<file path="src/rtl/addsub_pipe.sv">
// Pipelined two's-complement adder/subtractor. The carry chain is cut into STAGES
// chunks of WIDTH/STAGES bits, with optional saturation and Zero/Neg flags.
module addsub_pipe #(
  parameter int WIDTH  = 16,
  parameter int STAGES = 2,
  parameter int SAT_EN = 1
) (
  input  logic             clk,
  input  logic             rst_n,
  input  logic             in_valid,
  output logic             in_ready,
  input  logic [WIDTH-1:0] A,
  input  logic [WIDTH-1:0] B,
  input  logic             sub,
  input  logic             sat,
  output logic             out_valid,
  input  logic             out_ready,
  output logic [WIDTH-1:0] S,
  output logic             Cout,
  output logic             Ov,
  output logic             Zero,
  output logic             Neg
);

  localparam int CW = WIDTH / STAGES;
  localparam int NM = (STAGES > 1) ? STAGES - 1 : 1;

  // Intermediate stages: full operands travel forward, s_q holds the sum bits resolved so far.
  logic [WIDTH-1:0] a_q   [NM];
  logic [WIDTH-1:0] be_q  [NM];
  logic [WIDTH-1:0] s_q   [NM];
  logic             c_q   [NM];
  logic             sat_q [NM];
  logic             v_q   [NM];

  logic [WIDTH-1:0] res_q;
  logic             out_valid_q;
  logic             cout_q;
  logic             ov_q;
  logic             zero_q;
  logic             neg_q;

  logic [WIDTH-1:0] be_in;
  logic [STAGES-1:0] en;

  assign be_in = sub ? ~B : B;

  // Handshake: a transfer happens on any rising edge where valid && ready on that side.
  // A stage may load when it is empty or when the stage after it loads in the same edge.
  always_comb begin : p_enable
    logic full;
    full            = out_valid_q;
    en              = '0;
    en[STAGES-1]    = !full || out_ready;
    for (int k = STAGES - 2; k >= 0; k--) begin
      full  = full && v_q[k];
      en[k] = !full || out_ready;
    end
  end

  assign in_ready = rst_n && en[0];

  for (genvar k = 0; k < STAGES; k++) begin : g_stage
    logic [CW-1:0]    a_c;
    logic [CW-1:0]    b_c;
    logic             c_in;
    logic             sat_in;
    logic             v_in;
    logic [WIDTH-1:0] s_in;
    logic [WIDTH-1:0] s_new;
    logic [CW:0]      chunk;

    if (k == 0) begin : g_src_in
      assign a_c    = A[CW-1:0];
      assign b_c    = be_in[CW-1:0];
      assign c_in   = sub;
      assign sat_in = sat;
      assign v_in   = in_valid && in_ready;
      assign s_in   = '0;
    end else begin : g_src_reg
      assign a_c    = a_q[k-1][k*CW +: CW];
      assign b_c    = be_q[k-1][k*CW +: CW];
      assign c_in   = c_q[k-1];
      assign sat_in = sat_q[k-1];
      assign v_in   = v_q[k-1];
      assign s_in   = s_q[k-1];
    end

    assign chunk = {1'b0, a_c} + {1'b0, b_c} + {{CW{1'b0}}, c_in};

    always_comb begin
      s_new              = s_in;
      s_new[k*CW +: CW]  = chunk[CW-1:0];
    end

    if (k < STAGES - 1) begin : g_mid
      logic [WIDTH-1:0] a_fwd;
      logic [WIDTH-1:0] be_fwd;

      if (k == 0) begin : g_fwd_in
        assign a_fwd  = A;
        assign be_fwd = be_in;
      end else begin : g_fwd_reg
        assign a_fwd  = a_q[k-1];
        assign be_fwd = be_q[k-1];
      end

      always_ff @(posedge clk or negedge rst_n) begin
        if (!rst_n) begin
          v_q[k]   <= 1'b0;
          a_q[k]   <= '0;
          be_q[k]  <= '0;
          s_q[k]   <= '0;
          c_q[k]   <= 1'b0;
          sat_q[k] <= 1'b0;
        end else if (en[k]) begin
          v_q[k]   <= v_in;
          a_q[k]   <= a_fwd;
          be_q[k]  <= be_fwd;
          s_q[k]   <= s_new;
          c_q[k]   <= chunk[CW];
          sat_q[k] <= sat_in;
        end
      end
    end else begin : g_last
      logic             c_msb;
      logic             ov_d;
      logic             sat_hit;
      logic [WIDTH-1:0] res_d;

      // Carry into the MSB recovered from the MSB sum bit and its two operand bits.
      assign c_msb   = chunk[CW-1] ^ a_c[CW-1] ^ b_c[CW-1];
      assign ov_d    = c_msb ^ chunk[CW];
      assign sat_hit = (SAT_EN != 0) && sat_in && ov_d;

      always_comb begin
        res_d = s_new;
        if (sat_hit) begin
          res_d = a_c[CW-1] ? {1'b1, {(WIDTH-1){1'b0}}} : {1'b0, {(WIDTH-1){1'b1}}};
        end
      end

      always_ff @(posedge clk or negedge rst_n) begin
        if (!rst_n) begin
          out_valid_q <= 1'b0;
          res_q       <= '0;
          cout_q      <= 1'b0;
          ov_q        <= 1'b0;
          zero_q      <= 1'b0;
          neg_q       <= 1'b0;
        end else if (en[k]) begin
          out_valid_q <= v_in;
          res_q       <= res_d;
          cout_q      <= chunk[CW];
          ov_q        <= ov_d;
          zero_q      <= (res_d == '0);
          neg_q       <= res_d[WIDTH-1];
        end
      end
    end
  end

  assign out_valid = out_valid_q;
  assign S         = res_q;
  assign Cout      = cout_q;
  assign Ov        = ov_q;
  assign Zero      = zero_q;
  assign Neg       = neg_q;

endmodule

</file>
<file path="config.mk">
export PLATFORM = sky130hd
export DESIGN_NAME = addsub_pipe
export DESIGN_NICKNAME = d
export VERILOG_FILES = /design/src/rtl/addsub_pipe.sv
export SDC_FILE = /design/constraint.sdc
export NUM_CORES = 1
export LEC_CHECK = 0
export ABC_AREA = 0
export CELL_PAD_IN_SITES_DETAIL_PLACEMENT = 0
export CELL_PAD_IN_SITES_GLOBAL_PLACEMENT = 1
export CORE_ASPECT_RATIO = 2
export CORE_MARGIN = 2
export CORE_UTILIZATION = 37
export DETAILED_ROUTE_END_ITERATION = 8
export PLACE_DENSITY = 0.84
export SYNTH_ARGS = -nofsm -noshare
export SYNTH_HDL_FRONTEND = slang
export SYNTH_SLANG_ARGS = --single-unit
export TNS_END_PERCENT = 1
</file>
<file path="constraint.sdc">
create_clock -name clk -period 8.08 [get_ports clk]
set_clock_uncertainty 0.15 [all_clocks]
set_input_delay 0.808 -clock clk [delete_from_list [all_inputs] [get_ports clk]]
set_output_delay 0.808 -clock clk [all_outputs]
set_load 0.05 [all_outputs]
</file>
## Word level (Yosys, flattened, before mapping)

Cells that the tools add are included.
Widths: inputs -> output; s select.

| word-level totals | value |
|---|---|
| bits in registers | 64 |
| logic and storage cells | 32 |

| cells by class | value |
|---|---|
| $add $sub $neg | 4 |
| multiplexer cells | 3 |
| bitwise logic cells | 4 |
| reduce and logical (&&, ||, !) cells | 9 |

Operators with widths:

| kind | count |
|---|---|
| $mux 16 | 3 |
| $add 8x8->9 | 2 |
| $add 9x1->9 | 2 |
| $logic_not 16->1 | 1 |
| $not 16->16 | 1 |
| $logic_and 1x1->1 | 4 |
| $xor 1x1->1 | 3 |
| $logic_not 1->1 | 2 |
| $logic_or 1x1->1 | 2 |

## Depth between registers and ports, before layout

Gate-level depths: netlist of the first run.

| depth | value |
|---|---|
| depth in word-level cells | 8 |
| gate-level depth with buffers | 12 |

## Least setup slack after synthesis of the first run

No wires, ideal clock.

| timing path | value |
|---|---|
| kind | input to register |
| start point | input sub |
| end point | register c_q |
| arrival time | 3076 ps |
| setup slack | 4718 ps |
| stages on the path | 11 |
| buffers on the path | 2 |
| cell sequence | clkbuf_1 buf_1 xor2_1 fa_1 a21o_1 a21oi_1 o21bai_1 a21oi_1 o21bai_1 a21oi_1 a21oi_1 |

| between the ends | value |
|---|---|
| longest elaborated chain between the ends | 3 |

Ends and longest elaborated chain:

| element | RTL line | RTL |
|---|---|---|
| from (decl) | 14 | `input logic sub,` |
| $mux 16 | 46 | `assign be_in = sub ? ~B : B;` |
| $add 8x8->9 | 89 | `assign chunk = {1'b0, a_c} + {1'b0, b_c} + {{CW{1'b0}}, c_in};` |
| $add 9x1->9 (*) | 89 |  |
| to (signal, indexed assignment) | 121 | `c_q[k] <= chunk[CW];` |
| to (decl) | 32 | `logic c_q [NM];` |

Every way passes the cells marked *; elsewhere a longest branch is shown, timed or not.
A chain may end at the register's enable or synchronous reset.

## Worst setup path after layout of the first run

| timing path | value |
|---|---|
| start point | input out_ready |
| end point | output in_ready |

| between the ends | value |
|---|---|
| longest elaborated chain between the ends | 2 |

Ends and longest elaborated chain:

| element | RTL line | RTL |
|---|---|---|
| from (decl) | 17 | `input logic out_ready,` |
| $logic_or 1x1->1 | 57 | `en[k] = !full \|\| out_ready;` |
| $logic_and 1x1->1 | 61 | `assign in_ready = rst_n && en[0];` |
| to (decl) | 11 | `output logic in_ready,` |

No other way between the ends.

==> results of run 1 <==
==> cell type report <==
type	instances	area share (%)
clock buffer	6	3.88
clock inverter	2	0.979
inverter	8	0.839
multi-input combinational	199	41.5
sequential	47	32.9
tap	92	3.22
timing repair buffer	61	16.8
==> layout by cell type, fill, tap and decap left out, types with 2 or more instances in the layout <==
master / count
clkdlybuf4s50_1: 58
dfrtp_1: 47
nand2_1: 37
a21oi_1: 23
nor2_1: 21
xnor2_1: 18
ha_1: 14
xor2_1: 10
mux2_2: 10
o21ai_0: 9
inv_1: 8
o211ai_2: 8
o211ai_1: 6
clkbuf_16: 5
a21o_1: 4
nand2b_1: 4
o21bai_1: 3
fa_1: 3
nor2b_1: 2
nand3_2: 2
nor4_1: 2
nor3_1: 2
buf_4: 2
==> cells by family after synthesis <==
kind of cell,synth area share (%)
AO/OA/AOI/OAI,16.4
AND/OR/NAND/NOR,12.9
flip-flops,42.0
adder cells (fa/ha/maj),8.39
multiplexers,4.02
XOR/XNOR,11.2
buffers and inverters,5.09
==> power by group through the flow <==
stage / clock network [mW] / registers, mW / logic, mW
4_1_cts: 0.244 / 0.344 / 0.530
6_report: 0.238 / 0.342 / 0.523
5_1_grt: 0.253 / 0.352 / 0.564
2_1_floorplan: 0 / 0.495 / 0.230
3_5_place_dp: 0 / 0.348 / 0.528
3_3_place_gp: 0 / 0.346 / 0.520
==> critical path, cell delays in order <==
cell and delay (ns):
clkdlybuf4s50_1 0.47, nor2b_1 0.05, buf_4 0.20, nand2_1 0.09
buf_4 0.38, and2_1 0.18, clkdlybuf4s50_1 0.80
==> stage by stage <==
step	setup WS (ns)	hold slack, ns
global placement	4.14	0.292
detailed placement	4.12	0.318
global route	3.98	0.349
CTS	4.12	0.330
floorplan	4.72	0.285
finish	4.15	0.321
==> how the worst max path moves through the flow <==
stage / from / end / slack, ns / cells past startpoint
2_1_floorplan: sub / c_q$_DFFE_PN0N_ / 4.72 / 11
3_3_place_gp: out_ready / in_ready / 4.14 / 7
3_5_place_dp: out_ready / in_ready / 4.12 / 7
4_1_cts: out_ready / in_ready / 4.12 / 7
5_1_grt: out_ready / in_ready / 3.98 / 7
6_report: out_ready / in_ready / 4.15 / 7
==> routing by layer <==
metal | share of wire, % | vias to the layer above
met2 | 58 | 39
met1 | 37 | 963
met4 | 1.9 | 0
met5 | 0 | -
met3 | 3.1 | 6
li1 | - | 1030
==> state kept, by name, indices dropped and copies added, names as in the netlist <==
name and count:
Cout 1, a_q 8, Zero 1, Ov 1, g_stage.sat_in 1, c_q 1, S 16, g_stage.s_in 8
out_valid 1, g_stage.v_in 1, be_q 8
==> impl_metrics.yaml, run 1 <==
clocking:
  clockRootBuffer: "clkbuf_16"
  cts.htree.levels: 2
  post_cts_buffers: 0
  post_cts_resized: 0
  clock_tree_from_tritoncts: "done"
  insertion_delay_ns: 0.29
  clock_sinks: 47
  cts_stage_hold_buffer_count: 0
  ctsLongestPathBuffers: 2
  tritoncts_buffers: 5
  clk_pin_slew_ns: 0.06
sta:
  post-route-min-period_ns: 3.93
  tightest_slew_ns: 1.17
  timing_max_transition_violations_final: 0
  finalCritPeriodShare_pct: 48.7
  setup_viol: 0
  rsz0062_at_grt: "no"
  report.final.hold_viol_count: 0
  final_layout_setup_total_negative_slack_ns: 0
  relSlewSlack_pct: 22.0
  max_fclk_mhz: 254
route:
  total_number_of_vias: 2038
  antenna_violating_nets_post_route: 0
  drt-total-wl_um: 5500
  drt-initial-drc-count: 36
  detail_route.vias_per_cell: 4.91
  drt_drc_violations_left: 0
  detail_route.wl_per_cell_um: 13.2
  detail_route.first_pass.iterations: 4
grt:
  pin_count_of_the_biggest_net_entering_global_routing: 50
  grt_util_all_layers_pct: 15.0
  use_met3_pct: 3.17
  grt_most_used_layer: "met2"
  met2_usage_pct: 27.5
  antenna_found_initial: 0
  grt_overflow: 0
  grt_first_pass_wirelength_um: 9710
  grt_use_met1_pct: 16.0
  number_of_global_route_vias_before_repair: 2163
critical_path:
  setup.worst_path.start_class: "input pin"
  arrival_ns: 2.98
  critical_path_peak_fanout: 45
  cp.required_ns: 7.12
  element_type_at_the_critical_path_end: "output port"
  criticalPathCategory: "in -> out"
  r2r.worst_path.cells: 10
  crit-reg2reg-launch: "a_q[8]$_DFFE_PN0N_"
  setup_slack_of_the_worst_register_to_register_path_ns: 4.31
  regToRegEndpoint: "S[9]$_DFFE_PN0P_"
synth:
  number_of_flops_mapped_to_enable_cells_by_yosys: 0
  postSynthNetCount: 323
  netlist.top_cell.by_area: "dfrtp_1"
  post-synth-top-area-fraction_pct: 42.0
  post_synth_inst_count: 268
  dominantRegCellSynth: "dfrtp_1"
  synthesis.yosys.warnings: 0
  ys_seq_elements: 47
  syn-cell-area_mm2: 0.00280
  synthTopCellsByCount: "47 x dfrtp_1, 37 x nand2_1, 23 x a21oi_1, 21 x nor2_1, 18 x xnor2_1"
  async_flop_share_pct: 100
  synth-seq-area-share_pct: 42.0
  average_size_of_a_mapped_cell_um2: 10.5
  most_numerous_cell_in_the_yosys_netlist: "dfrtp_1"
  synthTopCellsByArea: "dfrtp_1 42%, ha_1 6.3%, xnor2_1 5.6%, nand2_1 5.0%, a21oi_1 4.1%"
  yosys.cell_types.count: 48
floorplan:
  chipWidth_um: 65.5
  die-height_um: 127
  design.die.area_mm2: 0.00833
  design.core.area_mm2: 0.00732
  placement_rows: 44
  num_io_pins: 60
  start_util_pct: 38.3
finish:
  layout-area-overhead-vs-synth_pct: 27.7
  final.fill_count: 721
  multi_input_area_mm2: 0.00148
  layoutNonFillerInstCount: 415
  post-route-cell-area_mm2: 0.00358
  antenna_cells: 0
  area_taken_by_flip_flops_and_latches_mm2: 0.00118
  post-route-util_pct: 48.9
  drive_above_1_share_pct: 13.0
  final_net_count: 377
place:
  place_hpwl_um: 4340
  placement.io_buffers: 59
  detailed_place.area_mm2: 0.00341
  gp_routability_congestion: 0.752
  placedCellCount: 407
pwr:
  totalPowerFinal_mw: 1.10
  power.share.combinational_pct: 47.4
  share_clk_of_total_power_pct: 21.6
  net-switching-power_mw: 0.443
  internal_power_mw: 0.661
  p_sw_share_pct: 40.1
  pwrdens_mw_per_mm2: 308
  p_leak_nw: 1.56
  seqPwrFrac_pct: 31.0
  ir_drop_mv: 0.117
hold_path:
  min-delay-start: "g_stage[1].v_in$_DFFE_PN0N_"
  min_delay_path_depth: 1
  worstHoldEndpoint: "out_valid$_DFFE_PN0P_"
  min_path_type: "reg -> reg"
status:
  outcome: "complete, no violations"
flow_run:
  cap_violations: 0
(Power assumes the default switching activity.)
==> run 2, diff against run 1 <==
--- a/config.mk
+++ b/config.mk
@@ -10,9 +10,9 @@
 export CELL_PAD_IN_SITES_GLOBAL_PLACEMENT = 1
 export CORE_ASPECT_RATIO = 2
 export CORE_MARGIN = 2
-export CORE_UTILIZATION = 37
+export CORE_UTILIZATION = 36
 export DETAILED_ROUTE_END_ITERATION = 8
-export PLACE_DENSITY = 0.84
+export PLACE_DENSITY = 0.85
 export SYNTH_ARGS = -nofsm -noshare
 export SYNTH_HDL_FRONTEND = slang
 export SYNTH_SLANG_ARGS = --single-unit
==> constraint.sdc (replaced) <==
create_clock -name clk -period 3.54 [get_ports clk]
set_clock_uncertainty 0.15 [all_clocks]
set_input_delay 0.354 -clock clk [delete_from_list [all_inputs] [get_ports clk]]
set_output_delay 0.354 -clock clk [all_outputs]
set_load 0.05 [all_outputs]
==> run 2 against run 1 <==
Worst setup slack worse by 3.8 ns. Clock-buffer cell count down 1. Cell count up 1.4%. Routed wire length down 6.9%. Sequential power up 130%. Sequential share of layout area down 0.44 points. Hold slack worse by 0.32 ns. Clock power rose to 2.5 times the previous value. Die area up 2.7%. Combinational power up 130%. Total power up 130%. Critical path type is now reg -> reg.
==> impl_metrics.yaml, run 2 (synthesis results as in run 1) <==
status:
  outcome: "complete, no violations"
route:
  drt-initial-drc-count: 24
  drt_drc_violations_left: 0
  detail_route.first_pass.iterations: 6
  total_number_of_vias: 2023
  detail_route.vias_per_cell: 4.81
  antenna_violating_nets_post_route: 0
  drt-total-wl_um: 5120
  detail_route.wl_per_cell_um: 12.2
critical_path:
  element_type_at_the_critical_path_end: "flip-flop"
  cp.buffers_inverters: 1
  cp_common_cell: "fa_1"
  arrival_ns: 3.23
  worst_path_largest_cell_delay_ns: 0.57
  critical-path-top-delay-family: "simple AND/OR/NAND/NOR gates"
  critical_path_peak_fanout: 14
  cp.required_ns: 3.60
  slowest_stage_cell_cp: "or4_4"
  criticalPathCategory: "reg -> reg"
  crit_path_cells: "fa_1 > inv_1 > fa_1 > nor2b_1 > o2111ai_1 > nand3b_1 > o21a_1 > xnor3_2 > or4_4 > o211ai_1"
  setup_slack_of_the_worst_register_to_register_path_ns: 0.37
  setup.worst_path.start_class: "flip-flop"
floorplan:
  start_util_pct: 37.1
  design.core.area_mm2: 0.00754
  design.die.area_mm2: 0.00855
  chipWidth_um: 66.4
  num_io_pins: 60
  placement_rows: 45
  die-height_um: 129
clocking:
  clock_sinks: 47
  post_cts_resized: 0
  post_cts_buffers: 0
  clockRootBuffer: "clkbuf_16"
  ctsLongestPathBuffers: 2
  cts.htree.levels: 2
  insertion_delay_ns: 0.29
  clk_pin_slew_ns: 0.06
  clock_tree_from_tritoncts: "done"
  tritoncts_buffers: 5
  cts_stage_hold_buffer_count: 0
finish:
  final.fill_count: 746
  layout-area-overhead-vs-synth_pct: 29.5
  layout.cells.most_common_list: "57 x clkdlybuf4s50_1, 47 x dfrtp_1, 37 x nand2_1"
  drive_above_1_share_pct: 14.4
  largest_register_ff_count: 16
  final_common_cell: "clkdlybuf4s50_1"
  post-route-util_pct: 48.1
  final_net_count: 381
  antenna_cells: 0
hold_path:
  min_path_type: "in -> async"
sta:
  setup_viol: 0
  relSlewSlack_pct: 54.6
  max_fclk_mhz: 315
  rsz0062_at_grt: "no"
  tightest_slew_ns: 0.681
  timing_max_transition_violations_final: 0
  post-route-min-period_ns: 3.17
  finalCritPeriodShare_pct: 89.6
  report.final.hold_viol_count: 0
  final_layout_setup_total_negative_slack_ns: 0
pwr:
  pwrdens_mw_per_mm2: 708
  p_leak_nw: 1.59
  ir_drop_mv: 0.322
grt:
  grt_first_pass_wirelength_um: 8850
  grt_util_all_layers_pct: 13.4
  grt_overflow: 0
  number_of_global_route_vias_before_repair: 2015
  antenna_found_initial: 0
  pin_count_of_the_biggest_net_entering_global_routing: 50
place:
  placement.io_buffers: 59
  place_hpwl_um: 4140
  gp_routability_congestion: 0.760
flow_run:
  cap_violations: 0
[run 2: routing by layer]
layer | up-vias | global-route usage [%] | share of wire, %
li1 | 1042 | - | -
met1 | 927 | 14.6 | 38
met2 | 42 | 23.9 | 55
met3 | 12 | 2.62 | 3.6
met4 | 0 | 6.84 | 3.0
met5 | - | 0 | 0
[run 2: cell type report]
cell class                 count  area [µm²]  share of cell area (%)
clock buffer                   5         125                    3.45
clock inverter                 3        67.6                    1.86
inverter                       8        30.0                   0.828
multi-input combinational    199        1480                    40.9
sequential                    47        1180                    32.4
tap                           94         118                    3.24
timing repair buffer          65         628                    17.3
[run 2: worst reg2reg max path: stages, from the launching register on]
cell and delay, ns:
dfrtp_1 0.40, fa_1 0.48, inv_1 0.09, fa_1 0.20, nor2b_1 0.06, o2111ai_1 0.18
nand3b_1 0.15, o21a_1 0.26, xnor3_2 0.41, or4_4 0.57, o211ai_1 0.14
[run 2: report_power, final]
group          switching [mW]  leakage (nW)  internal, mW  total (mW)
sequential             0.0913         0.557         0.687       0.779
combinational           0.717         0.941         0.478        1.20
clock                   0.193        0.0900         0.404       0.597
total                    1.00          1.59          1.57        2.57
[run 2: per-stage QoR]
stage               cell area [µm²]  instances  hold WS, ns  power, mW  setup WS, ns
floorplan                      2800        268      -0.0916       1.66         0.484
global placement               3440        413        0.288       1.98         0.416
detailed placement             3440        413        0.304       2.00         0.361
CTS                            3630        421       0.0231       2.61         0.332
global route                   3630        421       0.0664       2.72         0.134
finish                         3630        421      0.00125       2.57         0.367
[run 2: final timing paths]
check                                       startpoint                              to  cells after the start
hold reg to reg            g_stage[1].v_in$_DFFE_PN0N_           out_valid$_DFFE_PN0P_                      1
setup reg to reg                    a_q[8]$_DFFE_PN0N_               S[14]$_DFFE_PN0P_                     10
max in group asynchronous                        rst_n  g_stage[1].s_in[4]$_DFFE_PN0N_                      2
hold / removal                                   rst_n                Cout$_DFFE_PN0P_                      2
setup / recovery                    a_q[8]$_DFFE_PN0N_               S[14]$_DFFE_PN0P_                     10
min in group clk           g_stage[1].v_in$_DFFE_PN0N_           out_valid$_DFFE_PN0P_                      1
==> run 3, diff against run 2 <==
--- a/config.mk
+++ b/config.mk
@@ -11,6 +11,7 @@
 export CORE_ASPECT_RATIO = 2
 export CORE_MARGIN = 2
 export CORE_UTILIZATION = 36
+export CTS_CLUSTER_DIAMETER = 150
 export DETAILED_ROUTE_END_ITERATION = 8
 export PLACE_DENSITY = 0.85
 export SYNTH_ARGS = -nofsm -noshare
==> results of run 3 <==
No change in the layout: final DEF, timing and power equal those of run 2.
==> edit 1, RTL diff (settings of run 3) <==
`STAGES`: 2 -> 4.
--- a/src/rtl/addsub_pipe.sv
+++ b/src/rtl/addsub_pipe.sv
@@ -4,3 +4,3 @@
   parameter int WIDTH  = 16,
-  parameter int STAGES = 2,
+  parameter int STAGES = 4,
   parameter int SAT_EN = 1
Check against the original RTL: not equivalent (Yosys sat finds a counterexample within 4 cycles, from zero or initial values and one cycle with rst_n low).
==> edit 1 against run 3 <==
Synthesized area is 67% higher; power is 41% higher; cell area is 58% higher; synthesized cell count is 58% higher; wire length is 58% higher; sequential power is 96% higher; largest power group is now sequential cells; highest routed layer unchanged; sequential cell count is 54 higher; worst setup slack worse by 44 ps.
==> edit 1: results (changes against run 3) <==
[grt]
grt_pass1_vias=3032  ; was 2015
met1_usage_pct=16.24  ; was 14.55%
grt_pass1_wl_um=14440  ; was 8852 um
groute.layer.met3.usage_pct=2.584  ; was 2.622%
grt_use_met2_pct=21.15  ; was 23.94%

[detailed_routing]
wl_met2_um=3936  ; was 2837 um
post_drt_wl_per_cell_um=12.60  ; was 12.16 um
wl_met3_um=309  ; was 183 um

[layout]
buffers=71  ; was 65
multi_input_area_share_pct=35.20  ; was 40.90%
clock_buffers=12  ; was 5
finalCoreUtilization_pct=44.60  ; was 48.09%
clk_share_pct=4.870  ; was 5.310%
inv_count=10  ; was 8
multi_input_cells=290  ; was 199
nFillCells=1264  ; was 746

[logic_synthesis]
yosys-top-cells-count=101 x dfrtp_1, 73 x nand2_1, 50 x nor2_1, 33 x mux2_2, 28 x a21oi_1  ; was 47 x dfrtp_1, 37 x nand2_1, 23 x a21oi_1, 21 x nor2_1, 18 x xnor2_1
synth_xor_area_share_pct=4.964  ; was 11.16%
ys_seq_area_share_pct=53.91  ; was 41.96%
synth_area_leaders=dfrtp_1 54%, mux2_2 7.9%, nand2_1 5.8%  ; was dfrtp_1 42%, ha_1 6.3%, xnor2_1 5.6%

[setup_path]
ff2ff_setup_slack_ps=320  ; was 370 ps
rr_worst_depth=7  ; was 10

[status]
status=completed  ; unchanged

[timing]
tightest_slew_ps=730.3  ; was 680.9 ps

[cts]
cts_htree_levels=3  ; was 2

[place]
dpl_worst_slack_ps=327.5  ; was 361.4 ps

[edit 1: cell types whose count changed after synthesis, moves of 8 or more]
cell      delta
a211oi_2     +9
nand2_1     +36
mux2_2      +23
nor2_1      +29
dfrtp_1     +54
clkbuf_1     +9
o211ai_2     -8
[edit 1: power by group through the flow]
stage                     logic, mW  clock network (mW)  registers (mW)
after global routing           1.28               0.987            1.56
final                          1.19               0.911            1.53
after detailed placement       1.19                   0            1.55
after floorplan               0.527                   0            1.84
after CTS                      1.20               0.932            1.53
after global placement         1.18                   0            1.54
[edit 1: worst reg2reg max path: stages (launching register included)]
cell,delay (ps)
dfrtp_1,400
fa_1,460
fa_1,420
a211o_2,370
and3_4,190
o211a_1,280
o21ai_2,600
a211oi_1,170
==> edit 2, RTL diff (settings of run 3) <==
Made on the original files. Make the reset (`rst_n`) synchronous in 2 clocked blocks.
--- a/src/rtl/addsub_pipe.sv
+++ b/src/rtl/addsub_pipe.sv
@@ -107,3 +107,3 @@
 
-      always_ff @(posedge clk or negedge rst_n) begin
+      always_ff @(posedge clk) begin
         if (!rst_n) begin
@@ -142,3 +142,3 @@
 
-      always_ff @(posedge clk or negedge rst_n) begin
+      always_ff @(posedge clk) begin
         if (!rst_n) begin
Function: differs if rst_n is asserted again (counterexample within 4 cycles, from zero or initial values and one cycle with rst_n low); with rst_n held inactive, the same outputs for 10 cycles.
==> edit 2 against run 3 <==
Synthesized area is 3.0% lower; sequential cell count unchanged; cell area shrank 1.6%; worst setup slack got worse by 55 ps; non-clock buffer count grew 2; core utilization grew 1.0 points; wire length up 16%.
Power is not compared: it rests on default switching activity, and its combinational part moved more than twofold at a synthesized area within 25%.
==> edit 2: results (changes against run 3) <==
[status]
status=completed  ; unchanged

[place]
dpl_worst_slack_ps=313.1  ; was 361.4 ps
dp_hpwl_um=4703  ; was 4137 um
placed_area_sq_um=3420  ; was 3436 sq um
dp.cells=417  ; was 413
gp_congestion=0.8513  ; was 0.7600
io_buffers=59  ; unchanged

[worst_hold_path]
hold_class=flip-flop to flip-flop  ; was primary input to async pin
hold_end=S[9]
hp-start=S[9]
hold_path_depth=2

[cts]
cts_setup_buffers=0  ; unchanged
cts-resized-gates=0  ; unchanged
cts_htree_levels=2  ; unchanged
cts_made_buffers=5  ; unchanged
root_buffer=clkbuf_16  ; unchanged
clock_latency_ps=290  ; about the same

[logic_synthesis]
synth_area_per_cell_sq_um=9.996  ; was 10.46 sq um
synth_fp_nets=327  ; was 323
synth_edf_count=27  ; was 0
ys_seq_area_share_pct=44.55  ; was 41.96%
synth_area_leaders=edfxtp_1 30%, dfxtp_1 15%, o21ai_0 6.8%  ; was dfrtp_1 42%, ha_1 6.3%, xnor2_1 5.6%
async_flop_share_pct=0  ; was 100.0%
synth_xor_area_share_pct=9.158  ; was 11.16%
synth_warnings=0  ; unchanged
synth_fa_ha_area_share_pct=8.652  ; was 8.393%
synth_compound_area_share_pct=19.88  ; was 16.43%
synth_flop_cell=edfxtp_1  ; was dfrtp_1
yosys-top-cells-count=37 x o21ai_0, 27 x edfxtp_1, 24 x nor2_1, 22 x a21oi_1, 20 x dfxtp_1  ; was 47 x dfrtp_1, 37 x nand2_1, 23 x a21oi_1, 21 x nor2_1, 18 x xnor2_1
synth.area.mux_share_pct=0.4142  ; was 4.018%

[setup_path]
r2r-end=Zero  ; was S[14]
crit_path_end_kind=flip-flop  ; unchanged
crit_start=a_q[0][8]  ; was a_q[8]
cp.arrival_ps=3270  ; was 3230 ps
worst-path-max-fanout=15  ; was 14

[layout]
fin_nets=387  ; was 381
insertedDiodeCount=0  ; unchanged
final_cells=425  ; was 421
drive_above_1_share_pct=7.808  ; was 14.37%

[detailed_routing]
wl_met1_um=2145  ; was 1944 um
first_iter_violations=88  ; was 24
dr.pass1.iters=5  ; was 6
highest_layer=met4  ; unchanged
wl_met3_um=202  ; was 183 um
wl_met2_um=3438  ; was 2837 um
wl_um=5912  ; was 5118 um
vias=2177  ; was 2023

[timing]
fin_crit_sh_pct=91.19  ; was 89.63%
timing.hold.ws_ps=351.2  ; was 1.248 ps
maxSlewHeadroom_pct=61.98  ; was 54.61%

[power]
comb_power_mw=0.535
p_clk_share_pct=28.2
leakagePower_nw=1.425
worst_ir_drop_vdd_v=0.0003130

[grt]
grtUsageTotal_pct=15.56  ; was 13.40%
grt_max_degree=36  ; was 50
grt_pass1_wl_um=10070  ; was 8852 um
grt_pass1_vias=2252  ; was 2015

-- edit 2: cell count changes after synthesis, sizes merged, moves of 3 or more --
cell / delta
and3: +12
clkbuf: +4
dfrtp: -47
dfxtp: +20
edfxtp: +27
mux2: -9
nand2: -32
nor2: +3
nor3: +4
o211ai: -11
o21a: +6
o21ai: +27
or4: +3
xor2: -3
-- edit 2: metal layers --
metal / vias to the layer above / GRT usage [%]
met4: 0 / 7.108
met3: 6 / 2.571
met2: 59 / 30.01
li1: 1104 / -
met5: - / 0
met1: 1008 / 15.46
-- edit 2: worst max-delay path, stage by stage, from the launching register on --
cell	delay [ps]
edfxtp_1	390
fa_1	480
inv_1	90
fa_1	190
nand2b_1	150
a21oi_2	80
or4_4	490
a21oi_4	180
xnor3_1	410
or2_4	310
a31o_1	200
-- edit 2: layout make-up --
cell class	instances	area (sq um)
clock buffer	7	142.6
clock inverter	1	8.758
fill	728	3696
inverter	10	37.54
multi-input combinational	201	1408
sequential	47	1211
tap	92	115.1
timing repair buffer	67	648.1
